===== config.mk =====
export PLATFORM = sky130hd
export DESIGN_NAME = tap_masked_and_dr
export DESIGN_NICKNAME = d
export VERILOG_FILES = /design/src/rtl/tap_masked_and_dr.sv
export SDC_FILE = /design/constraint.sdc
export NUM_CORES = 1
export LEC_CHECK = 0
export ABC_CLOCK_PERIOD_IN_PS = 1200
export CORE_ASPECT_RATIO = 0.8
export CORE_MARGIN = 2
export CORE_UTILIZATION = 40
export DETAILED_ROUTE_END_ITERATION = 12
export GPL_TIMING_DRIVEN = 0
export PLACE_DENSITY = 0.84
export REMOVE_ABC_BUFFERS = 1
export SLEW_MARGIN = 5
export SYNTH_ARGS = -nofsm -noshare
export SYNTH_HDL_FRONTEND = slang
export SYNTH_SLANG_ARGS = --single-unit
export TNS_END_PERCENT = 20

===== constraint.sdc =====
create_clock -name tck -period 1.2 [get_ports tck]
set_input_delay 0.24 -clock tck [delete_from_list [all_inputs] [get_ports tck]]
set_output_delay 0.24 -clock tck [all_outputs]
set_load 0.01 [all_outputs]

===== src/rtl/tap_masked_and_dr.sv =====
// tap_masked_and_dr: registered per-channel masked AND array whose enable mask
// is programmed through a JTAG-style capture/shift/update data register.
// Optional: define TAP_MASKED_AND_STICKY_EN to enable the sticky_low flag
// (set whenever c_all loads 0, cleared by sel&update_dr, set wins).
module tap_masked_and_dr #(
    parameter int unsigned WIDTH     = 8,
    parameter int unsigned MASK_INIT = 1
) (
    input  logic             tck,
    input  logic             trst_n,
    input  logic             sel,
    input  logic             capture_dr,
    input  logic             shift_dr,
    input  logic             update_dr,
    input  logic             tdi,
    output logic             tdo,
    input  logic [WIDTH-1:0] a,
    input  logic [WIDTH-1:0] b,
    output logic [WIDTH-1:0] c,
    output logic             c_all,
    output logic [WIDTH-1:0] mask_out,
    output logic             sticky_low
);

    logic [WIDTH-1:0] sr;
    logic [WIDTH-1:0] mask;
    logic [WIDTH-1:0] ab_c;
    logic [WIDTH-1:0] mask_rst_c;
    logic             c_all_nxt_c;

    assign ab_c        = a & b;
    assign mask_rst_c  = (MASK_INIT != 0) ? {WIDTH{1'b1}} : {WIDTH{1'b0}};
    // Disabled channels are forced to 1 so they never fail the reduction.
    assign c_all_nxt_c = &(ab_c | ~mask);

    // Masked datapath: uses the mask held before this edge.
    always_ff @(posedge tck) begin
        if (!trst_n) begin
            c     <= '0;
            c_all <= 1'b0;
        end else begin
            c     <= ab_c & mask;
            c_all <= c_all_nxt_c;
        end
    end

    // Scan register and mask: strobe priority capture > shift > update.
    always_ff @(posedge tck) begin
        if (!trst_n) begin
            sr   <= '0;
            mask <= mask_rst_c;
        end else if (sel) begin
            if (capture_dr) begin
                sr <= ab_c;
            end else if (shift_dr) begin
                sr <= {tdi, sr[WIDTH-1:1]};
            end else if (update_dr) begin
                mask <= sr;
            end
        end
    end

`ifdef TAP_MASKED_AND_STICKY_EN
    // Sticky flag: latches any cycle where c_all loads 0; set beats clear.
    always_ff @(posedge tck) begin
        if (!trst_n) begin
            sticky_low <= 1'b0;
        end else if (!c_all_nxt_c) begin
            sticky_low <= 1'b1;
        end else if (sel && update_dr) begin
            sticky_low <= 1'b0;
        end
    end
`else
    assign sticky_low = 1'b0;
`endif

    assign tdo      = sr[0];
    assign mask_out = mask;

endmodule

; ---- After elaboration in Yosys (flattened, before gate mapping)
; Cells that the tools add are included.
[op_classes]
n_bitwise = 6
reduce_logical = 4
n_mux = 2
[ops]
columns = op, n
row1 = $and 8x8->8, 2
row2 = $mux 8, 2
row3 = $not 8->8, 1
row4 = $or 8x8->8, 1
row5 = $reduce_and 8->1, 1
row6 = $reduce_and 4->1, 1
row7 = $not 1->1, 2
row8 = $reduce_and 2->1, 1
row9 = $reduce_bool 2->1, 1
[totals]
out_inout_bits = 19
reg_bits = 25
in_bits = 23

; ---- Logic depth before layout (Yosys ltp)
; Gate-level depths: netlist (run 1).
[logic_depth]
depth_word = 3
mapped_depth = 5

; ---- Least setup slack after synthesis (run 1)
; No wires, ideal clock.
[synth_path]
kind = input to register
start = in capture_dr
end = reg mask[0], in the netlist mask_out[0]
arrival_ns = 0.986
path_buffers = 2
setup_ns = 0.129
slack_ns = 0.085
required_ns = 1.071
cell_stages = 5
path_cell_list = buf_6 -> and4bb_2 -> buf_6 -> mux2i_1 -> nand2_1
[synth_between]
elab_chain_len = 2
[synth_rtl]
columns = item, line_no
row1 = "start, declared", 12  ; input logic capture_dr,
row2 = $not 1->1 (no source line), -
row3 = $reduce_and 4->1 (no source line), -
row4 = "end signal, assigned", 51  ; mask <= mask_rst_c;
row5 = "end signal, assigned", 58  ; mask <= sr;
row6 = "end, declared", 26  ; logic [WIDTH-1:0] mask;
; No other way between the ends.
; A chain may end at the register's enable or synchronous reset.

; ---- Final worst setup path (run 1)
[layout_path]
start = reg mask[4], in the netlist mask_out[4]
end = out mask_out[4]
[layout_rtl]
columns = item, line_no
row1 = "end, declared", 21  ; output logic [WIDTH-1:0] mask_out,
; No word-level cell between the ends.

==> results of run 1 <==
-- per-stage QoR --
| step | hold slack (ns) | instances | setup TNS (ns) | total power, W | utilization, % |
|---|---|---|---|---|---|
| floorplan | 0.302 | 105 | 0 | 0.00101 | - |
| global placement | 0.450 | 181 | -15.94 | 0.00117 | 58.2 |
| detailed placement | 0.456 | 181 | -16.08 | 0.00118 | 58.2 |
| CTS | 0.464 | 185 | 0 | 0.00152 | 59.2 |
| global route | 0.444 | 185 | -0.00933 | 0.00157 | 58.4 |
| finish | 0.440 | 185 | 0 | 0.00150 | 58.4 |
-- cells in the mapped netlist --
cell type	instances
nand3_1	16
nand2b_1	8
a21boi_0	1
buf_6	3
nor2_1	8
buf_4	1
and4bb_2	1
clkbuf_1	2
and4_1	1
a22oi_1	2
buf_2	2
nand2_1	24
conb_1	1
a222oi_1	1
o21a_1	1
dfxtp_1	25
mux2i_1	8
o211a_1	8
-- repair_timing --
action | in CTS | in global routing
gates cloned | 0 | 0
setup endpoints to repair | 36 | 18
resized for setup | 39 | 17
pin swaps | 1 | 1
-- worst paths after layout --
path                            depth (start not counted)  slack [ns]                      from                 end
worst max-delay path                                    1        0.03  mask_out[4]$_SDFFE_PN1P_         mask_out[4]
worst min-delay path                                    4        0.44                capture_dr  sr[3]$_SDFFE_PN0P_
worst max register to register                          2        0.25  mask_out[0]$_SDFFE_PN1P_    c_all$_SDFF_PN0_
worst min register to register                          2        0.46  mask_out[1]$_SDFFE_PN1P_     c[1]$_SDFF_PN0_
-- kinds of logic after synthesis --
family,count (synthesis),synth area share [%]
muxes,8,7.74
AOI/OAI and AO/OA,13,11.6
buffers and inverters,8,5.68
DFF,25,48.4
and+or+nand+nor,58,26.2
other,1,0.362
-- registers in the layout, indices dropped and copies added, names as in the netlist --
signal / count
c: 8
mask_out: 8
sr: 8
c_all: 1
-- area by class of cell --
class | count | area share [%]
repair buffers | 40 | 25.2
multi-input cells | 80 | 33.7
clock buffers | 4 | 1.84
flip-flops and latches | 25 | 36.1
well taps | 36 | 3.16
-- layer usage --
metal	wire length, µm	track usage [%]	vias to the layer above
met3	161	4.20	2
met2	1120	28.3	35
li1	-	-	458
met1	1020	18.0	416
met5	0	0	-
met4	22	4.35	0
-- power by group through the flow --
stage / logic (W) / clock network [W] / registers (W)
4_1_cts: 0.000244 / 0.000377 / 0.000899
5_1_grt: 0.000262 / 0.000404 / 0.000904
3_3_place_gp: 0.000253 / 0 / 0.000914
3_5_place_dp: 0.000259 / 0 / 0.000916
2_1_floorplan: 0.0000902 / 0 / 0.000922
6_report: 0.000240 / 0.000362 / 0.000898
-- tightest hold or removal path, cell delays in order --
cell,delay [ns]
buf_2,0.19
nand3_1,0.10
nand3_1,0.07
o211a_1,0.12
==> impl_metrics.env, run 1 <==
export IMPL_status="complete, no violations"
export IMPL_drc=0
export IMPL_start_util_pct=42.4
export IMPL_core_area_mm2=0.00244
export IMPL_grt_pass1_vias=869
export IMPL_yosysTopAreaCell="dfxtp_1"
export IMPL_end_kind="output pin"
export IMPL_crit_arrival_ns=0.93
export IMPL_skew_ns=0.0100
export IMPL_fillers=224
export IMPL_worst_path_buf_inv=1
export IMPL_clockBufferDepth=2
export IMPL_power_density_mw_per_mm2=1050
export IMPL_post_cts_buffers=0
export IMPL_final_cell_mix="24 x nand2_1, 17 x clkdlybuf4s50_1, 16 x nand3_1, 16 x dfxtp_1, 9 x dlygate4sd2_1"
export IMPL_grt_pass1_wl_mm=3.57
export IMPL_h_tree_depth=1
export IMPL_drive_gt1_share_pct=14.1
export IMPL_final_nets=173
export IMPL_power_leakage_nw=0.674
export IMPL_dp_hpwl_mm=1.73
export IMPL_drt_pre_antenna_iters=4
export IMPL_row_count=16
export IMPL_ant_nets=0
export IMPL_setup_viol=0
export IMPL_synth_area_top_cells="dfxtp_1 48%, nand2_1 8.7%, mux2i_1 7.7%"
export IMPL_p_sw_share_pct=24.4
export IMPL_grt_max_degree=26
export IMPL_switchingPower_w=0.000366
export IMPL_register_area_um2=514
export IMPL_grt_ovfl_total=0
export IMPL_hold_violations=0
export IMPL_place_ws_ns=-0.842
export IMPL_fin_crit_ns=1.17
export IMPL_track_usage_pct=15.8
export IMPL_startpoint_type="register"
export IMPL_cts_tree="built"
export IMPL_synth_distinct_cells=18
export IMPL_ctsHoldBuffers=0
export IMPL_final_area_mm2=0.00143
export IMPL_yosysWarnings=0
export IMPL_cp_top_family="flip-flops"
export IMPL_avgSynthCellArea_um2=9.16
export IMPL_syn_inst=113
export IMPL_relSlewSlack_pct=49.8
export IMPL_drv_slew=0
export IMPL_synth_top_area_share_pct=48.4
export IMPL_io_buffers=40
export IMPL_synth_seq_area_share_pct=48.4
export IMPL_area_delta_synth_final_pct=37.7
export IMPL_clock_sinks=25
export IMPL_internal_power_w=0.00113
export IMPL_cp_max_fo=4
export IMPL_synthesis_area_mm2=0.00103
export IMPL_critical_path_class="register to output pin"
export IMPL_viasPerCell=4.92
export IMPL_finalWorstSetupSlack_ns=0.0257
export IMPL_ys_seq_elements=25
export IMPL_ir_worst_vdd_mv=0.554
export IMPL_drt_wl_total_mm=2.33
export IMPL_combPwrFrac_pct=16.0
export IMPL_antenna_found_initial=0
export IMPL_crit_chain="clkdlybuf4s15_1"
export IMPL_die_w_um=60.9
export IMPL_cts_root_buffer="clkbuf_4"
export IMPL_antennaDiodeCount=0
export IMPL_io_pins=42
export IMPL_p_seq_share_pct=59.9
export IMPL_worstMarginPinSlew_ns=0.753
export IMPL_cp_required_ns=0.96
export IMPL_gp_congestion=0.781
export IMPL_die_y_um=49.5
export IMPL_vias=911
export IMPL_wire_per_inst_um=12.6
export IMPL_final_common_cell="nand2_1"
export IMPL_clkLatencyLatePin_ns=0.31
export IMPL_fin_crit_sh_pct=97.9
export IMPL_cp_slowest_cell="dfxtp_2"
export IMPL_fmax_mhz=852
export IMPL_dieArea_mm2=0.00301
export IMPL_max_stage_delay_ns=0.38
export IMPL_clk_pin_slew_ns=0.13
export IMPL_cts_inserted_buffers=3
export IMPL_cap_violations=0
export IMPL_p_clk_share_pct=24.1
export IMPL_rsz0062_at_grt="yes"
export IMPL_hold_path_class="primary input to register"
export IMPL_drt_iter0_markers=26
export IMPL_dpl_cell_area_mm2=0.00142
export IMPL_multi_input_area_um2=480
(Power assumes the default switching activity.)
==> run 2, diff against run 1 <==
Settings changed: CORE_ASPECT_RATIO 0.8 to 0.7, CTS_BUF_LIST set to sky130_fd_sc_hd__clkbuf_16.
==> run 2 against run 1 <==
  * Non-clock buffer count unchanged
  * Combinational power up 2%
  * Sequential cell count unchanged
  * Via count up 3.0%
  * Count of clock-buffer cells in the layout down 1
  * Final cell count down 1.1%
  * Critical path type is now primary input to register
==> impl_metrics.env, run 2 (synthesis gave the netlist of run 1 again) <==
export IMPL_ir_worst_vdd_mv=0.546
export IMPL_fmax_mhz=861
export IMPL_vias=938
export IMPL_power_leakage_nw=0.721
export IMPL_setup_tns_final_ns=0
export IMPL_clockBufferDepth=2
export IMPL_drt_pre_antenna_iters=4
export IMPL_startpoint_type="primary input"
export IMPL_h_tree_depth=1
export IMPL_clkLatencyLatePin_ns=0.26
export IMPL_core_area_mm2=0.00246
export IMPL_dieArea_mm2=0.00302
export IMPL_cp_slowest_cell="clkdlybuf4s50_1"
export IMPL_crit_chain="clkdlybuf4s50_1 -> nand2_2 -> a222oi_1 -> and4_1"
export IMPL_internal_power_w=0.00145
export IMPL_place_ws_ns=-0.897
export IMPL_power_density_mw_per_mm2=1250
export IMPL_cts_root_buffer="clkbuf_16"
export IMPL_switchingPower_w=0.000409
export IMPL_status="complete, no violations"
export IMPL_antennaDiodeCount=0
export IMPL_die_y_um=46.6
export IMPL_cp_top_family="buffers and inverters"
export IMPL_cts_inserted_buffers=3
export IMPL_max_stage_delay_ns=0.52
export IMPL_fin_crit_ns=1.16
export IMPL_dp_cells=179
export IMPL_wire_per_inst_um=13.2
export IMPL_drive_gt1_share_pct=6.71
export IMPL_drt_iter0_markers=61
export IMPL_setup_viol=0
export IMPL_final_nets=173
export IMPL_grtUsageMet1_pct=21.1
export IMPL_io_pins=42
export IMPL_rsz0062_at_grt="no"
export IMPL_post_cts_buffers=0
export IMPL_row_count=15
export IMPL_skew_ns=0.00346
export IMPL_combPwrFrac_pct=13.2
export IMPL_hold_path_class="primary input to register"
export IMPL_clock_sinks=25
export IMPL_die_w_um=64.8
export IMPL_gp_congestion=0.744
export IMPL_critical_path_class="primary input to register"
export IMPL_end_kind="register"
export IMPL_final_area_mm2=0.00149
export IMPL_clk_pin_slew_ns=0.06
export IMPL_p_sw_share_pct=22.0
export IMPL_use_met3_pct=3.91
export IMPL_cp_max_fo=2
export IMPL_ctsHoldBuffers=0
export IMPL_drc=0
export IMPL_start_util_pct=42.1
export IMPL_ant_nets=0
export IMPL_drv_slew=0
export IMPL_cts_tree="built"
export IMPL_io_buffers=40
export IMPL_cp_required_ns=1.40
export IMPL_reg2reg_slack_ns=0.19
export IMPL_fin_crit_sh_pct=96.8
export IMPL_final_cell_mix="24 x dfxtp_1, 22 x nand2_1, 21 x dlygate4sd2_1, 16 x nand3_1, 13 x clkdlybuf4s50_1"
export IMPL_busiest_layer="met2"
export IMPL_worst_path_buf_inv=1
export IMPL_grt_ovfl_total=0
export IMPL_viasPerCell=5.13
export IMPL_final_common_cell="dfxtp_1"
export IMPL_grt_max_degree=26
export IMPL_grt_pass1_wl_mm=3.88
export IMPL_p_clk_share_pct=38.4
export IMPL_dp_hpwl_mm=1.74
export IMPL_track_usage_pct=17.0
export IMPL_hold_violations=0
export IMPL_finalWorstSetupSlack_ns=0.0383
export IMPL_instances_no_fill=183
export IMPL_crit_arrival_ns=1.36
export IMPL_cap_violations=0
export IMPL_finalPower_w=0.00186
export IMPL_drt_wl_total_mm=2.41
export IMPL_use_met2_pct=29.9
export IMPL_antenna_found_initial=0
export IMPL_p_seq_share_pct=48.4
export IMPL_dpl_cell_area_mm2=0.00142
export IMPL_area_delta_synth_final_pct=43.9
export IMPL_grt_pass1_vias=863
-- run 2: changes by cell type in the layout (fill, tap and decap cells not counted), moves of 2 or more --
cell and change:
clkdlybuf4s15_1 -5, dfxtp_1 +8, dlygate4sd2_1 +12, nand2_2 +2, clkbuf_4 -3, clkbuf_2 -5, dfxtp_2 -7, dlymetal6s2s_1 +2
nand2_1 -2, clkdlybuf4s50_1 -4, clkbuf_16 +3
-- run 2: repair_timing --
item                                    CTS  global route
pin swaps                                 2             3
gates resized for setup                  30             9
endpoints found under the setup margin   43             5
hold endpoints to repair                  0             0
-- run 2: area by class of cell --
class | instances | area (µm²)
tap | 34 | 42.5
clock buffer | 3 | 75.1
clock inverter | 1 | 3.75
timing repair buffer | 40 | 374
fill | 204 | 970
sequential | 25 | 502
multi-input combinational | 80 | 492
-- run 2: per-layer routing --
layer | share of wire, % | vias to the layer above
li1 | - | 460
met1 | 44 | 435
met2 | 47 | 41
met3 | 8.5 | 2
met4 | 0.41 | 0
met5 | 0 | -
-- run 2: worst paths after layout --
path                                                from                to  cells past startpoint
worst max-delay path                                a[4]  c_all$_SDFF_PN0_                      4
worst min-delay path                                b[0]   c[0]$_SDFF_PN0_                      3
worst max register to register  mask_out[0]$_SDFFE_PN1P_  c_all$_SDFF_PN0_                      2
worst min register to register  mask_out[6]$_SDFFE_PN1P_   c[6]$_SDFF_PN0_                      2
-- run 2: worst min-delay path: stages --
cell and delay [ns]:
dlymetal6s2s_1 0.14, nand2_2 0.07, nor2_1 0.04
-- run 2: power by group through the flow --
stage / Clock (W) / Combinational [W] / Sequential, W
floorplan: 0 / 0.0000902 / 0.000922
global placement: 0 / 0.000254 / 0.000914
detailed placement: 0 / 0.000261 / 0.000916
CTS: 0.000723 / 0.000246 / 0.000897
global route: 0.000761 / 0.000268 / 0.000903
finish: 0.000713 / 0.000245 / 0.000898
-- run 2: through the flow --
| step | utilization [%] | hold WS [ns] |
|---|---|---|
| after floorplan | - | 0.302 |
| after global placement | 57.7 | 0.445 |
| after detailed placement | 57.7 | 0.456 |
| after CTS | 60.1 | 0.465 |
| after global routing | 60.6 | 0.285 |
| final | 60.6 | 0.285 |
